[config.mk]
export PLATFORM = sky130hd
export DESIGN_NAME = feedback_frame_decoder
export DESIGN_NICKNAME = d
export VERILOG_FILES = /design/src/rtl/feedback_frame_decoder.sv
export SDC_FILE = /design/constraint.sdc
export NUM_CORES = 1
export LEC_CHECK = 0
export CORE_UTILIZATION = 50
export CTS_CLUSTER_SIZE = 16
export DETAILED_ROUTE_END_ITERATION = 8
export PLACE_DENSITY_LB_ADDON = 0.08
export SYNTH_ARGS = -nofsm -noshare
export SYNTH_HDL_FRONTEND = slang
export SYNTH_SLANG_ARGS = --single-unit
[constraint.sdc]
create_clock -name clock -period 3.2 [get_ports clock]
set_input_delay 0.48 -clock clock [delete_from_list [all_inputs] [get_ports clock]]
set_output_delay 0.48 -clock clock [all_outputs]
set_load 0.02 [all_outputs]
[src/rtl/feedback_frame_decoder.sv]
// Decodes GenshinKitchen feedback bytes from the UART receiver into
// debounced status flags, with link-stale detection and a bad-byte counter.
module feedback_frame_decoder #(
   parameter int CONFIRM_CNT    = 2,
   parameter int TIMEOUT_CYCLES = 153600,
   parameter int CNT_W          = 18
) (
   input  logic             clock,
   input  logic             reset,
   input  logic             data_valid,
   input  logic [7:0]       data_receive,
   input  logic             script_mode,
   output logic             sig_front,
   output logic             sig_hand,
   output logic             sig_processing,
   output logic             sig_machine,
   output logic [3:0]       feedback_leds,
   output logic             fb_update,
   output logic             fb_stale,
   output logic [7:0]       err_count
);

   localparam int MW = (CONFIRM_CNT < 2) ? 1 : $clog2(CONFIRM_CNT + 1);
   localparam logic [MW-1:0]    TARGET   = MW'(CONFIRM_CNT);
   localparam logic [CNT_W-1:0] LIMIT    = CNT_W'(TIMEOUT_CYCLES);
   localparam bit               ONE_SHOT = (CONFIRM_CNT == 1);

   typedef enum logic [1:0] {EMPTY, TRACK, LOCKED} state_t;

   state_t           state;
   logic             prev_valid;
   logic [7:0]       s1_data;
   logic             s1_acc;
   logic [3:0]       cand;
   logic [MW-1:0]    cnt;
   logic [3:0]       sigs;
   logic [CNT_W-1:0] timer;

   logic       accept;
   logic       live;
   logic       is_fb;
   logic       frame;
   logic       bad;
   logic [3:0] payload;
   logic       start_en;
   logic       commit_en;
   logic       bump_en;
   logic       unused_bits;

   assign accept      = data_valid & ~prev_valid & ~script_mode;
   assign live        = s1_acc & ~script_mode;
   assign is_fb       = (s1_data[1:0] == 2'b01);
   assign frame       = live & is_fb;
   assign bad         = live & ~is_fb;
   assign payload     = s1_data[5:2];
   assign unused_bits = ^s1_data[7:6];

   always_comb begin
      start_en  = 1'b0;
      commit_en = 1'b0;
      bump_en   = 1'b0;
      if (frame) begin
         unique case (state)
            TRACK: begin
               if (payload == cand) begin
                  if ((cnt + MW'(1)) == TARGET) commit_en = 1'b1;
                  else                          bump_en   = 1'b1;
               end else begin
                  start_en = 1'b1;
               end
            end
            LOCKED:  start_en = (payload != sigs);
            default: start_en = 1'b1;
         endcase
      end
      // A single-frame confirm commits straight from a fresh candidate
      if (start_en && ONE_SHOT) begin
         start_en  = 1'b0;
         commit_en = 1'b1;
      end
   end

   always_ff @(posedge clock) begin
      if (reset) begin
         state      <= EMPTY;
         prev_valid <= 1'b0;
         s1_data    <= '0;
         s1_acc     <= 1'b0;
         cand       <= '0;
         cnt        <= '0;
         sigs       <= '0;
         timer      <= '0;
         fb_update  <= 1'b0;
         fb_stale   <= 1'b1;
         err_count  <= '0;
      end else begin
         prev_valid <= data_valid;
         s1_data    <= data_receive;
         s1_acc     <= accept;
         fb_update  <= 1'b0;

         if (bad && err_count != 8'hFF)
            err_count <= err_count + 8'd1;

         if (script_mode) begin
            state <= EMPTY;
            cnt   <= '0;
         end else if (frame) begin
            timer    <= '0;
            fb_stale <= 1'b0;
            if (commit_en) begin
               sigs      <= payload;
               fb_update <= (payload != sigs);
               cand      <= payload;
               cnt       <= '0;
               state     <= LOCKED;
            end else if (start_en) begin
               cand  <= payload;
               cnt   <= MW'(1);
               state <= TRACK;
            end else if (bump_en) begin
               cnt <= cnt + MW'(1);
            end
         end else if (timer != LIMIT) begin
            timer <= timer + CNT_W'(1);
            if (timer == LIMIT - CNT_W'(1))
               fb_stale <= 1'b1;
         end
      end
   end

   assign sig_front      = sigs[0];
   assign sig_hand       = sigs[1];
   assign sig_processing = sigs[2];
   assign sig_machine    = sigs[3];
   assign feedback_leds  = sigs;

endmodule

**After elaboration in Yosys (flattened, before gate mapping)**

Index checks and enable logic that the tools add are counted.

- Register bits: 48
- Word-level logic and storage cells: 69
- Output and inout port bits: 18

- Equal/unequal tests: 9
- Muxes and demuxes: 23
- Bitwise gates (word level): 10
- Add/subtract/negate cells: 3
- Reduce and logical (&&, ||, !) cells: 13

Operators with widths:

| kind | number |
|---|---|
| $mux 18 | 2 |
| $add 18x1->18 const B | 1 |
| $eq 18x18->1 const B | 1 |
| $ne 18x18->1 const B | 1 |
| $mux 1 | 13 |
| $mux 2 | 5 |
| $reduce_and 3->1 | 3 |
| $add 8x1->8 const B | 1 |
| $mux 4 | 2 |
| $ne 8x8->1 const B | 1 |
| $reduce_and 2->1 | 3 |
| $reduce_bool 2->1 | 3 |
| $and 1x1->1 | 5 |
| $not 1->1 | 5 |
| $eq 2x1->1 const B | 2 |
| $eq 2x2->1 const B | 2 |
| $eq 4x4->1 | 1 |
| $ne 4x4->1 | 1 |
| $reduce_or 4->1 | 1 |
| $reduce_bool 3->1 | 1 |
| $add 2x1->2 const B | 1 |
| $pmux 1 s2 | 1 |
| $reduce_or 2->1 | 1 |
| $logic_and 1x1->1 | 1 |

**Depth between registers and ports, before layout**

Gate-level depths: netlist (run 1).

- Word-level depth: 9
- Mapped depth: 7
- Gate-level depth less buffers: 7

**Worst setup path before layout (run 1)**

Ideal clock, no wire load.

- Path type: register to register
- Start point: register err_count[0]
- End point: register err_count[7]
- Cell stages (with the launch flop): 7
- Slack: 1.613 ns
- Library setup time: 0.128 ns
- Required time: 3.072 ns
- Arrival time: 1.460 ns
- Path through: dfxtp_1 ha_1 inv_1 o311a_1 nand4_1 xor2_1 nor2_1

- Word-level cells in the longest chain between the ends: 2
- Elaborated cells on any way between the ends: 3

RTL lines:

| what | line | RTL |
|---|---|---|
| start: declaration | 20 | `output logic [7:0] err_count` |
| start signal: assignment | 103 | `err_count <= err_count + 8'd1;` |
| branches (longest 2 deep; another with $add 8x1->8) | - |  |

Parallel ways; which one is timed is not known.
A chain may end at the register's enable or synchronous reset.

**Worst setup path after layout (run 1)**

- Start point: input script_mode
- End point: register timer[4]

- Word-level cells in the longest chain between the ends: 5
- Elaborated cells on any way between the ends: 6

RTL lines:

| what | line | RTL |
|---|---|---|
| start: declaration | 12 | `input logic script_mode,` |
| $not 1->1 (no source line) * | - |  |
| $and 1x1->1 | 51 | `assign live = s1_acc & ~script_mode;` |
| $and 1x1->1 | 53 | `assign frame = live & is_fb;` |
| $reduce_bool 2->1 (no source line) | - |  |
| $reduce_and 2->1 (no source line) | - |  |
| end signal: assignment | 125 | `timer <= timer + CNT_W'(1);` |
| end: declaration | 37 | `logic [CNT_W-1:0] timer;` |

Every way passes the cells marked *; elsewhere a longest branch is shown, timed or not.

==> results of run 1 <==
## sequential cells by signal (all words and copies together), names as in the netlist
name,flops
state,2
prev_valid,1
s1_data,6
cand,4
err_count,8
fb_update,1
feedback_leds,4
cnt,2
s1_acc,1
timer,18
fb_stale,1
## stage by stage
stage,hold WS [ns],cells,worst slack [ns]
4_1_cts,0.400,330,1.14
6_report,0.395,330,1.15
3_5_place_dp,0.383,322,0.829
5_1_grt,0.409,330,1.01
2_1_floorplan,0.372,252,1.61
3_3_place_gp,0.384,322,0.828
## layout make-up
class	instances	area, um2
flip-flops and latches	48	961
clock inverters	2	15.0
inverters	11	41.3
clock buffers	6	82.6
well taps	52	65.1
repair buffers	28	278
fillers	395	1700
multi-input cells	183	1340
## path summary, 6_finish.rpt
check,depth (start not counted),endpoint,slack [ns],from
worst max-delay path,5,timer[4],1.15,script_mode
worst min-delay path,1,s1_acc,0.40,prev_valid
worst max register to register,7,timer[4],1.54,timer[0]
worst min register to register,1,s1_acc,0.40,prev_valid
## cells by family (layout without fill, tap and decap cells)
| logic type | after synthesis | after routing | synth area share, % |
|---|---|---|---|
| simple gates | 111 | 111 | 30.6 |
| flops | 48 | 48 | 40.1 |
| mux | 10 | 10 | 4.18 |
| buf+inv | 21 | 47 | 4.08 |
| xor+xnor | 22 | 22 | 8.05 |
| fa+ha+maj | 6 | 6 | 3.13 |
| compound gates | 34 | 34 | 9.87 |
## power groups by stage
stage | Combinational [uW] | Sequential, uW | Clock (uW)
2_1_floorplan | 38.3 | 626 | 0
3_3_place_gp | 59.5 | 627 | 0
3_5_place_dp | 59.5 | 628 | 0
4_1_cts | 60.0 | 614 | 390
5_1_grt | 65.1 | 615 | 410
6_report | 58.9 | 614 | 378
## layout by cell type (no fill, tap or decap), types with 7 or more instances in the layout
cell type	n
inv_1	11
nor2_1	26
xnor2_1	16
or3_1	8
a21oi_1	14
mux2i_1	10
nor2b_1	7
nand2_1	12
nand3_1	7
nand2b_1	10
clkdlybuf4s50_1	27
dfxtp_1	48
## worst max-delay path: stages
cell             delay (ns)
clkdlybuf4s50_1        0.56
nand4bb_4              0.22
nand2b_1               0.34
or4_1                  0.61
nand2_1                0.08
## per-layer routing
layer,up-vias,wire (um)
li1,924,-
met1,818,2320
met2,17,1750
met3,5,100
met4,0,31
met5,-,0
==> qor.txt, run 1 <==
Clock slew at reported path FFs: 0.09 ns
Leak Pwr: 0.000980 uW
Initial cell density of the core: 53.5%
CTS tree: done
Placed cell area: 2680 um2
Final instance area: 2780 um2
# setup viols final: 0
H-tree Lvls: 2
Post-CTS Setup Inserts: 0
Die extent in x: 71.2 um
Clk network pwr share: 36.0%
EDFF count, synth: 0
Area delta synth->final: 16.0%
Layout Skew: 0.00507 ns
Post-Syn Nets: 270
GRT Overall Usage: 17.5%
M3 GR Usage: 3.85%
Area share of the largest cell type after synthesis: 40.1%
Count leader, synth: dfxtp_1
Register share of total power: 58.4%
Cell Pwr Density: 378 nW/um2
Sw Pwr: 240 uW
Max-slew violations: 0
Iter 0 DRT Violations: 102
Vias in the first global route: 1617
Die Y: 71.2 um
Synth cell types: 55
M2 GR Usage: 28.0%
Register area share after synthesis: 40.1%
Die Area: 5070 um2
CTS buffer count: 5
Syn Area/Cell: 9.50 um2
Final nets: 295
Yosys top cell by area: dfxtp_1
WP data required: 3.44 ns
Routed wire per std cell: 12.7 um
Part of the cycle the worst path needs: 64.1%
GR Overflow Total: 0
Hold WC Path Type: reg -> reg
Initial antenna violation count: 0
Via count: 1764
Clock Path Buffers: 2
Max_slew headroom: 61.1%
Crit start category: input port
Post-CTS sizing: 0
Gr busiest metal: met2
RSZ-0062 raised after global routing: false
Clock root cell: clkbuf_8
Clock period minus worst slack: 2.05 ns
Synth area leaders: dfxtp_1 (40%), xnor2_1 (5.9%), mux2i_1 (4.2%), nor2_1 (4.1%), ha_1 (3.1%)
Total power: 1050 uW
I/O pin count: 30
FFs w/ async S/R, synth: 0%
Post-synth top cells: dfxtp_1 (48), nor2_1 (26), xnor2_1 (16)
Post-synth top flop: dfxtp_1
GPL Wtd Cong: 0.742
Layout cells sized above 1: 10.8%
Critical path endpoint category: flop
Synthesis Warnings: 0
Hold buffer count at cts: 0
Failing checks: design-rule violations
Met1 usage: 23.6%
Slew @ Worst Pin: 0.584 ns
Netlist Area Pre-Place: 2390 um2
Routed Antenna Nets: 0
Fin. Hold Viols: 0
DRC: 2
Ant. Diodes: 0
Post-Route Setup TNS: 0 ns
Sw frac: 22.9%
Core area: 4470 um2
Num rows: 24
Pint: 810 uW
Status: finished, violations left
Dpl hpwl: 2.93 mm
Fin util: 62.1%
Max_cap viols: 0
Peak supply drop: 0.204 mV
Worst-path maximum fanout: 15
Router iterations before antenna repair: 6
FMAX: 0.487 GHz
Detailed-route vias per instance: 5.35
Drt total wl: 4.21 mm
Clock Latency Late Sink: 0.29 ns
# port buffers: 27
Crit Path Category: in -> reg
CP Data Arrival Time: 2.29 ns
First-pass GRT wire length: 7.10 mm
Post-Synthesis Cells: 252
Largest net degree at the start of global routing: 34
CTS sink count: 48
Logic pwr share: 5.6%
Register bit count reported by yosys: 48
Power figures use the tool's default switching activity.
==> inputs of run 2 (changes only) <==
==> constraint.sdc (replaced) <==
create_clock -name clock -period 1.95 [get_ports clock]
set_input_delay 0.2925 -clock clock [delete_from_list [all_inputs] [get_ports clock]]
set_output_delay 0.2925 -clock clock [all_outputs]
set_load 0.02 [all_outputs]
==> run 2 against run 1 <==
  * The run still ends with design-rule violations left
  * First-iteration DRC count up 12%
  * Largest cell class unchanged
  * Hold slack gained 0.015 ns
  * Clock-buffer cell count fell by 1
  * Via count increased by 2.2%
  * Design area increased by 1.9%
  * Sequential cell count did not move
  * Wire length grew 6.7%
  * Critical path type is now reg -> out
  * Sequential share of layout area fell by 0.66 points
==> qor.txt, run 2 (synthesized netlist as in run 1, its figures left out) <==
Fin. Hold Viols: 0 (unchanged)
DRC: 2 (unchanged)
Max_cap viols: 0 (unchanged)
Die Area: 5070 um2 (unchanged)
Die extent in x: 71.2 um (unchanged)
Worst-path maximum fanout: 6 (was 15)
Routed wire per std cell: 13.5 um (was 12.7 um)
# port buffers: 27 (unchanged)
Leak Pwr: 0.00102 uW (was 0.000980 uW)
Commonest non-fill, non-tap cell in the layout: dfxtp_1 (unchanged)
Clock Latency Late Sink: 0.30 ns (was 0.29 ns)
Crit start category: flop (was input port)
Hold WC Path Type: reg -> reg (unchanged)
Max-slew violations: 0 (unchanged)
Clock period minus worst slack: 1.67 ns
Core area: 4470 um2 (unchanged)
Hold buffer count at cts: 0 (unchanged)
Post-CTS sizing: 0 (unchanged)
Slowest cell on crit path: clkdlybuf4s50_1 (was or4_1)
CP Buf/Inv Count: 1 (unchanged)
Most frequent cells in the layout: dfxtp_1 (48), clkdlybuf4s50_1 (27), nor2_1 (26) (unchanged)
Setup ws final: 0.278 ns (was 1.15 ns)
Initial antenna violation count: 0 (unchanged)
Routed Antenna Nets: 0 (unchanged)
CTS sink count: 48 (unchanged)
Clock Path Buffers: 2 (unchanged)
WP data required: 1.66 ns (was 3.44 ns)
Critical path endpoint category: primary output (was flop)
RSZ-0062 raised after global routing: false (unchanged)
GR Overflow Total: 0 (unchanged)
Slew @ Worst Pin: 0.377 ns (was 0.584 ns)
Clock slew at reported path FFs: 0.09 ns (about the same)
Post-Route Setup TNS: 0 ns (unchanged)
Detailed-route vias per instance: 5.43 (was 5.35)
# setup viols final: 0 (unchanged)
GPL Wtd Cong: 0.719 (was 0.742)
Crit path cell chain: clkdlybuf4s50_1 (was clkdlybuf4s50_1 > nand4bb_4 > nand2b_1 > or4_1 > nand2_1)
I/O pin count: 30 (unchanged)
Vias in the first global route: 1764 (was 1617)
H-tree Lvls: 2 (unchanged)
First-pass GRT wire length: 7.89 mm (was 7.10 mm)
Drt total wl: 4.49 mm (was 4.21 mm)
CTS tree: done (unchanged)
Dpl hpwl: 3.28 mm (was 2.93 mm)
Layout Skew: 0.00377 ns (was 0.00507 ns)
Crit Path Category: reg -> out (was in -> reg)
CTS buffer count: 5 (unchanged)
Finished Layout Cells: 332 (was 330)
Cell Pwr Density: 683 nW/um2 (was 378 nW/um2)
Post-CTS Setup Inserts: 0 (unchanged)
FMAX: 0.598 GHz
Part of the cycle the worst path needs: 85.7%
Biggest register: timer (unchanged)
Ant. Diodes: 0 (unchanged)
Iter 0 DRT Violations: 114 (was 102)
Place WS: -0.00738 ns (was 0.829 ns)
Dpl cells: 325 (was 322)
Largest net degree at the start of global routing: 31 (was 34)
Max_slew headroom: 74.9% (was 61.1%)
Max reg flops: 18 (unchanged)
Crit-path leading delay family: buffers and inverters (was simple AND/OR/NAND/NOR gates)
Status: finished, violations left (unchanged)
Failing checks: design-rule violations (unchanged)
Num rows: 24 (unchanged)
GRT Overall Usage: 19.6% (was 17.5%)
Final nets: 298 (was 295)
Top flop regs: timer (18), err_count (8), s1_data (6) (unchanged)
Layout cells sized above 1: 11.4% (was 10.8%)
Clock root cell: clkbuf_8 (unchanged)
Peak supply drop: 0.407 mV (was 0.204 mV)
Worst path max stage delay: 0.64 ns (was 0.61 ns)
Die Y: 71.2 um (unchanged)
Via count: 1802 (was 1764)
CP Data Arrival Time: 1.38 ns (was 2.29 ns)
Total power: 1940 uW (was 1050 uW)
Initial cell density of the core: 53.5% (unchanged)
Area delta synth->final: 18.3% (was 16.0%)
Router iterations before antenna repair: 6 (unchanged)
## run 2: metal layers
layer  vias up  track usage, %  part of all wire (%)
met5         -               0                     0
li1        932               -                     -
met3         5            4.27                   3.2
met1       846            25.7                    50
met2        19            31.4                    46
met4         0            7.78                  0.91
## run 2: area by class of cell
class | instances | area (um2)
fill | 405 | 1640
clock buffer | 5 | 68.8
timing repair buffer | 31 | 300
multi-input combinational | 183 | 1340
sequential | 48 | 961
clock inverter | 2 | 60.1
inverter | 11 | 41.3
tap | 52 | 65.1
## run 2: power by group
| group | internal [uW] | switching (uW) | total, uW |
|---|---|---|---|
| sequential | 992 | 15.1 | 1010 |
| combinational | 52.0 | 47.6 | 99.6 |
| clock | 505 | 324 | 828 |
| total | 1550 | 386 | 1940 |
## run 2: final timing paths
path           startpoint      endpoint  slack, ns  cells past startpoint
max          err_count[2]  err_count[2]       0.28                      1
min            prev_valid        s1_acc       0.41                      1
max reg2reg      timer[0]      timer[4]       0.31                      7
min reg2reg    prev_valid        s1_acc       0.41                      1
## run 2: through the flow
step	hold WS, ns	area, um2	util, %
2_1_floorplan	0.372	2390	-
3_5_place_dp	0.401	2700	60.4
3_3_place_gp	0.384	2700	60.4
4_1_cts	0.411	2830	63.3
5_1_grt	0.433	2830	63.3
6_report	0.410	2830	63.3
==> patch 1: new RTL, config.mk and constraints of run 1 <==
Reset style: asynchronous (`reset`), changed in one clocked block.
--- a/src/rtl/feedback_frame_decoder.sv
+++ b/src/rtl/feedback_frame_decoder.sv
@@ -80,7 +80,7 @@
       end
    end
 
-   always_ff @(posedge clock) begin
+   always_ff @(posedge clock or posedge reset) begin
       if (reset) begin
          state      <= EMPTY;
          prev_valid <= 1'b0;
Function: differs if reset is asserted again (counterexample within 4 cycles, from zero or initial values and one cycle with reset high); with reset held inactive, the same outputs for 10 cycles.
==> patch 1 against run 1 <==
  * Sequential cell count stayed put
  * Via count is 3.9% lower
  * Core utilization is 0.084 points higher
  * Register-to-register slack worse by 0.57 ns
  * Area after synthesis barely moved
  * Cell area is 0.13% higher
  * Global-route usage increased by 1.1 points
  * Wire length is 0.29% lower
  * Worst setup slack worse by 0.27 ns
  * Final cell count shrank 8.5%
Power is not compared: it rests on default switching activity, and its combinational part moved more than twofold at a synthesized area within 25%.
==> patch 1: results (changes against run 1) <==
adder-cell share of the synthesized area -> 3.14% (about the same)
top cells by area, synth -> dfrtp_1 (49%), xnor2_1 (5.9%), mux2_2 (4.2%), ha_1 (3.1%), nand2_1 (2.8%)
worst flop-to-flop path endpoint -> timer[16]
fraction of area in clock buffers and inverters -> 3.24% (-0.27 points)
Via density -> 5.61 (+5.0%)
worst r2r src -> timer[3]
bufs w/o clock -> 32 (+14%)
Non-CTS inverters -> 9 (-2)
DRT iter0 DRCs -> 120 (+18%)
CP max FO -> 20 (+5)
GRT Total Usage -> 18.5% (+1.1 points)
Signal buf overhead -> 11.1% (+1.1 points)
pin count of the biggest net entering global routing -> 31 (-8.8%)
worst min-delay path startpoint -> prev_valid
CLK BUF -> 8 (+2)
vias in the first global route -> 1648 (+1.9%)
routed wire length -> 4190 um (-0.29%)
sequential cells -> 48 (unchanged)
clock skew -> 0.00999 ns (+0.00492 ns)
routability cong. -> 0.822 (+11%)
status -> finished, final reports clean
drt pass-1 iters -> 4 (-2)
complex-gate fraction of the synthesized area -> 10.1% (+0.21 points)
crit path to -> timer[16]
Area after DPL -> 2690 um^2 (+0.42%)
sequential standard cell area -> 1200 um^2 (+25%)
Synth Area in XOR/XNOR -> 7.32% (-0.73 points)
most frequent cells after synthesis -> dfrtp_1 (47), nand2_1 (18), xnor2_1 (16), nand3_1 (13), a21oi_1 (10)
Multi-In Gates -> 153 (-16%)
fillers -> 349 (-12%)
Worst R2R Path Depth -> 5 (-2)
hold endpoint -> s1_acc
actual slew at the worst max-slew pin -> 0.486 ns (-0.0983 ns)
fraction of layout cells with a size suffix above 1 -> 11.6% (+0.81 points)
syn_nets -> 239 (-11%)
HPWL Detailed -> 2980 um (+1.5%)
## patch 1: cell types whose count changed in the layout (fill, tap and decap cells not counted), sizes merged, moves of 5 or more
cell / change
nand2: +6
a21oi: -5
mux2i: -9
dfxtp: -48
nand2b: -9
mux2: +9
or4: +6
dfrtp: +47
nor2b: -5
nor2: -17
## patch 1: routing by layer
layer / share of wire [%] / global-route usage (%) / up-vias
met5: 0 / 0 / -
li1: - / - / 853
met4: 1.5 / 6.44 / 0
met2: 47 / 30.1 / 30
met3: 3.4 / 4.27 / 5
met1: 48 / 24.6 / 807
## patch 1: metrics by stage
| step | power (W) | hold WS, ns | setup slack (ns) | instances |
|---|---|---|---|---|
| floorplan | 0.00101 | 0.382 | 1.34 | 221 |
| CTS | 0.00149 | 0.404 | 0.858 | 302 |
| global route | 0.00155 | 0.420 | 0.742 | 302 |
| global placement | 0.00111 | 0.383 | 0.561 | 294 |
| finish | 0.00147 | 0.402 | 0.876 | 302 |
| detailed placement | 0.00111 | 0.391 | 0.540 | 294 |
==> patch 2: new RTL, settings of run 1 <==
Made on the original files. Change the parameter `CNT_W` from 18 to 16.
--- a/src/rtl/feedback_frame_decoder.sv
+++ b/src/rtl/feedback_frame_decoder.sv
@@ -3,7 +3,7 @@
 module feedback_frame_decoder #(
    parameter int CONFIRM_CNT    = 2,
    parameter int TIMEOUT_CYCLES = 153600,
-   parameter int CNT_W          = 18
+   parameter int CNT_W          = 16
 ) (
    input  logic             clock,
    input  logic             reset,
Formal check against the unedited RTL: same outputs for any inputs over 10 cycles, from zero or initial values and one cycle with reset high; that may be too few to reach the edited logic, so the function may still have changed.
==> patch 2 against run 1 <==
  * Final cell count down 3.9%
  * Sequential cell count down 2
  * Area after synthesis down 7.7%
  * Largest power group unchanged
  * Sequential power down 4.2%
  * Synthesized cell count down 4.0%
  * Wire length down 9.3%
  * Total power down 5.3%
  * Non-clock buffer count up 1
  * Cell area down 8.0%
  * Worst setup slack worse by 0.22 ns
==> patch 2: results (changes against run 1) <==
status -> finished, final reports clean
wire length per cell -> 12.0 um (-5.6%)
complex-gate fraction of the synthesized area -> 11.4% (+1.6 points)
worst r2r src -> s1_data[3]
NumNets Final -> 284 (-3.7%)
clock share of power -> 34.9% (-1.1 points)
Seq/total area -> 36.0% (+1.4 points)
Distinct cells, synth -> 45 (-18%)
Placed Instances -> 309 (-4.0%)
area of the multi-input gates -> 1180 um^2 (-12%)
Multi-In Gates -> 178 (-2.7%)
drt pass-1 iters -> 4 (-2)
syn_nets -> 260 (-3.7%)
routed wire length -> 3820 um (-9.3%)
max incr delay on CP -> 0.51 ns (-0.10 ns)
DRT iter0 DRCs -> 92 (-9.8%)
Min Hold Slack -> 0.396 ns (+0.000402 ns)
routability cong. -> 0.757 (+2.0%)
bufs w/o clock -> 29 (+3.6%)
Area after DPL -> 2470 um^2 (-7.8%)
TritonCTS Buffers -> 5 (unchanged)
Net Sw Frac -> 23.2% (+0.35 points)
Die Width -> 68.5 um (-3.8%)
Signal buf overhead -> 11.2% (+1.2 points)
vias in the first global route -> 1523 (-5.8%)
switching power -> 0.000231 W (-3.9%)
crit-path leading delay family -> simple AND/OR/NAND/NOR gates
proportion of synthesized area in mux cells -> 4.53% (+0.35 points)
actual slew at the worst max-slew pin -> 0.756 ns (+0.172 ns)
HPWL Detailed -> 2700 um (-8.1%)
Worst R2R Path Depth -> 5 (-2)
fillers -> 369 (-6.6%)
fraction of area in clock buffers and inverters -> 3.38% (-0.14 points)
adder-cell share of the synthesized area -> 3.40% (+0.26 points)
Non-CTS inverters -> 6 (-5)
global-route wire length before repair -> 6510 um (-8.4%)
Critical-path top delay cell -> and4bb_1
#FFs+latches synth -> 46 (-4.2%)
GRT Total Usage -> 18.8% (+1.3 points)
pin count of the biggest net entering global routing -> 35 (+2.9%)
sequential cell area fraction in the yosys report -> 41.7% (+1.6 points)
Peak supply drop -> 0.238 mV (+17%)
CP max FO -> 9 (-6)
Comb power frac -> 6.0% (+0.4 points)
P_leak -> 0.948 nW (-3.3%)
Synth Area in XOR/XNOR -> 7.93% (-0.12 points)
initial antenna violation count -> 0 (unchanged)
clock skew -> 0.0122 ns (+0.00718 ns)
most frequent cells after synthesis -> dfxtp_1 (46), nor2_1 (31), nand2_1 (17), a21oi_1 (12), xnor2_1 (11)
area leader, netlist -> dfxtp_1
dpl ws -> 0.649 ns (-0.180 ns)
biggest regs -> timer: 16 flops, err_count: 8 flops, s1_data: 6 flops
fmax -> 440 MHz (-9.6%)
worst flop-to-flop path endpoint -> feedback_leds[1]
Cells after Synth -> 242 (-4.0%)
Via density -> 5.30 (-0.80%)
reg-to-reg slack, setup -> 1.21 ns (-0.33 ns)
fraction of layout cells with a size suffix above 1 -> 7.12% (-3.7 points)
top cells by area, synth -> dfxtp_1 (42%), nor2_1 (5.3%), mux2i_1 (4.5%), xnor2_1 (4.4%), xor2_1 (3.6%)
Layout area overhead -> 15.7%
[patch 2: cell count changes after synthesis, sizes merged, moves of 4 or more]
cell          run 1  this run
or3               8         3
o21ai             9         5
a31o              0         5
nand2            12        17
nor3b             4         0
inv              11         6
xnor2            16        11
nor2             26        31
[patch 2: cell families after synthesis]
family,after synthesis
fa+ha+maj,6
flops,46
buf+inv,18
mux,10
compound gates,35
simple gates,107
xor+xnor,20
[patch 2: routing by layer]
metal	up-vias	GRT usage [%]	share of wire, %
met5	-	0	0
met4	0	9.38	1.7
met3	5	4.50	3.7
met2	28	29.0	43
met1	764	24.2	52
li1	884	-	-
[patch 2: worst max-delay path by stage]
stage,start,endpoint,cells after the start
after floorplan,script_mode,timer[15],6
after global placement,script_mode,timer[9],5
after detailed placement,script_mode,timer[7],5
after CTS,script_mode,timer[15],6
after global routing,script_mode,timer[9],5
final,script_mode,timer[15],6
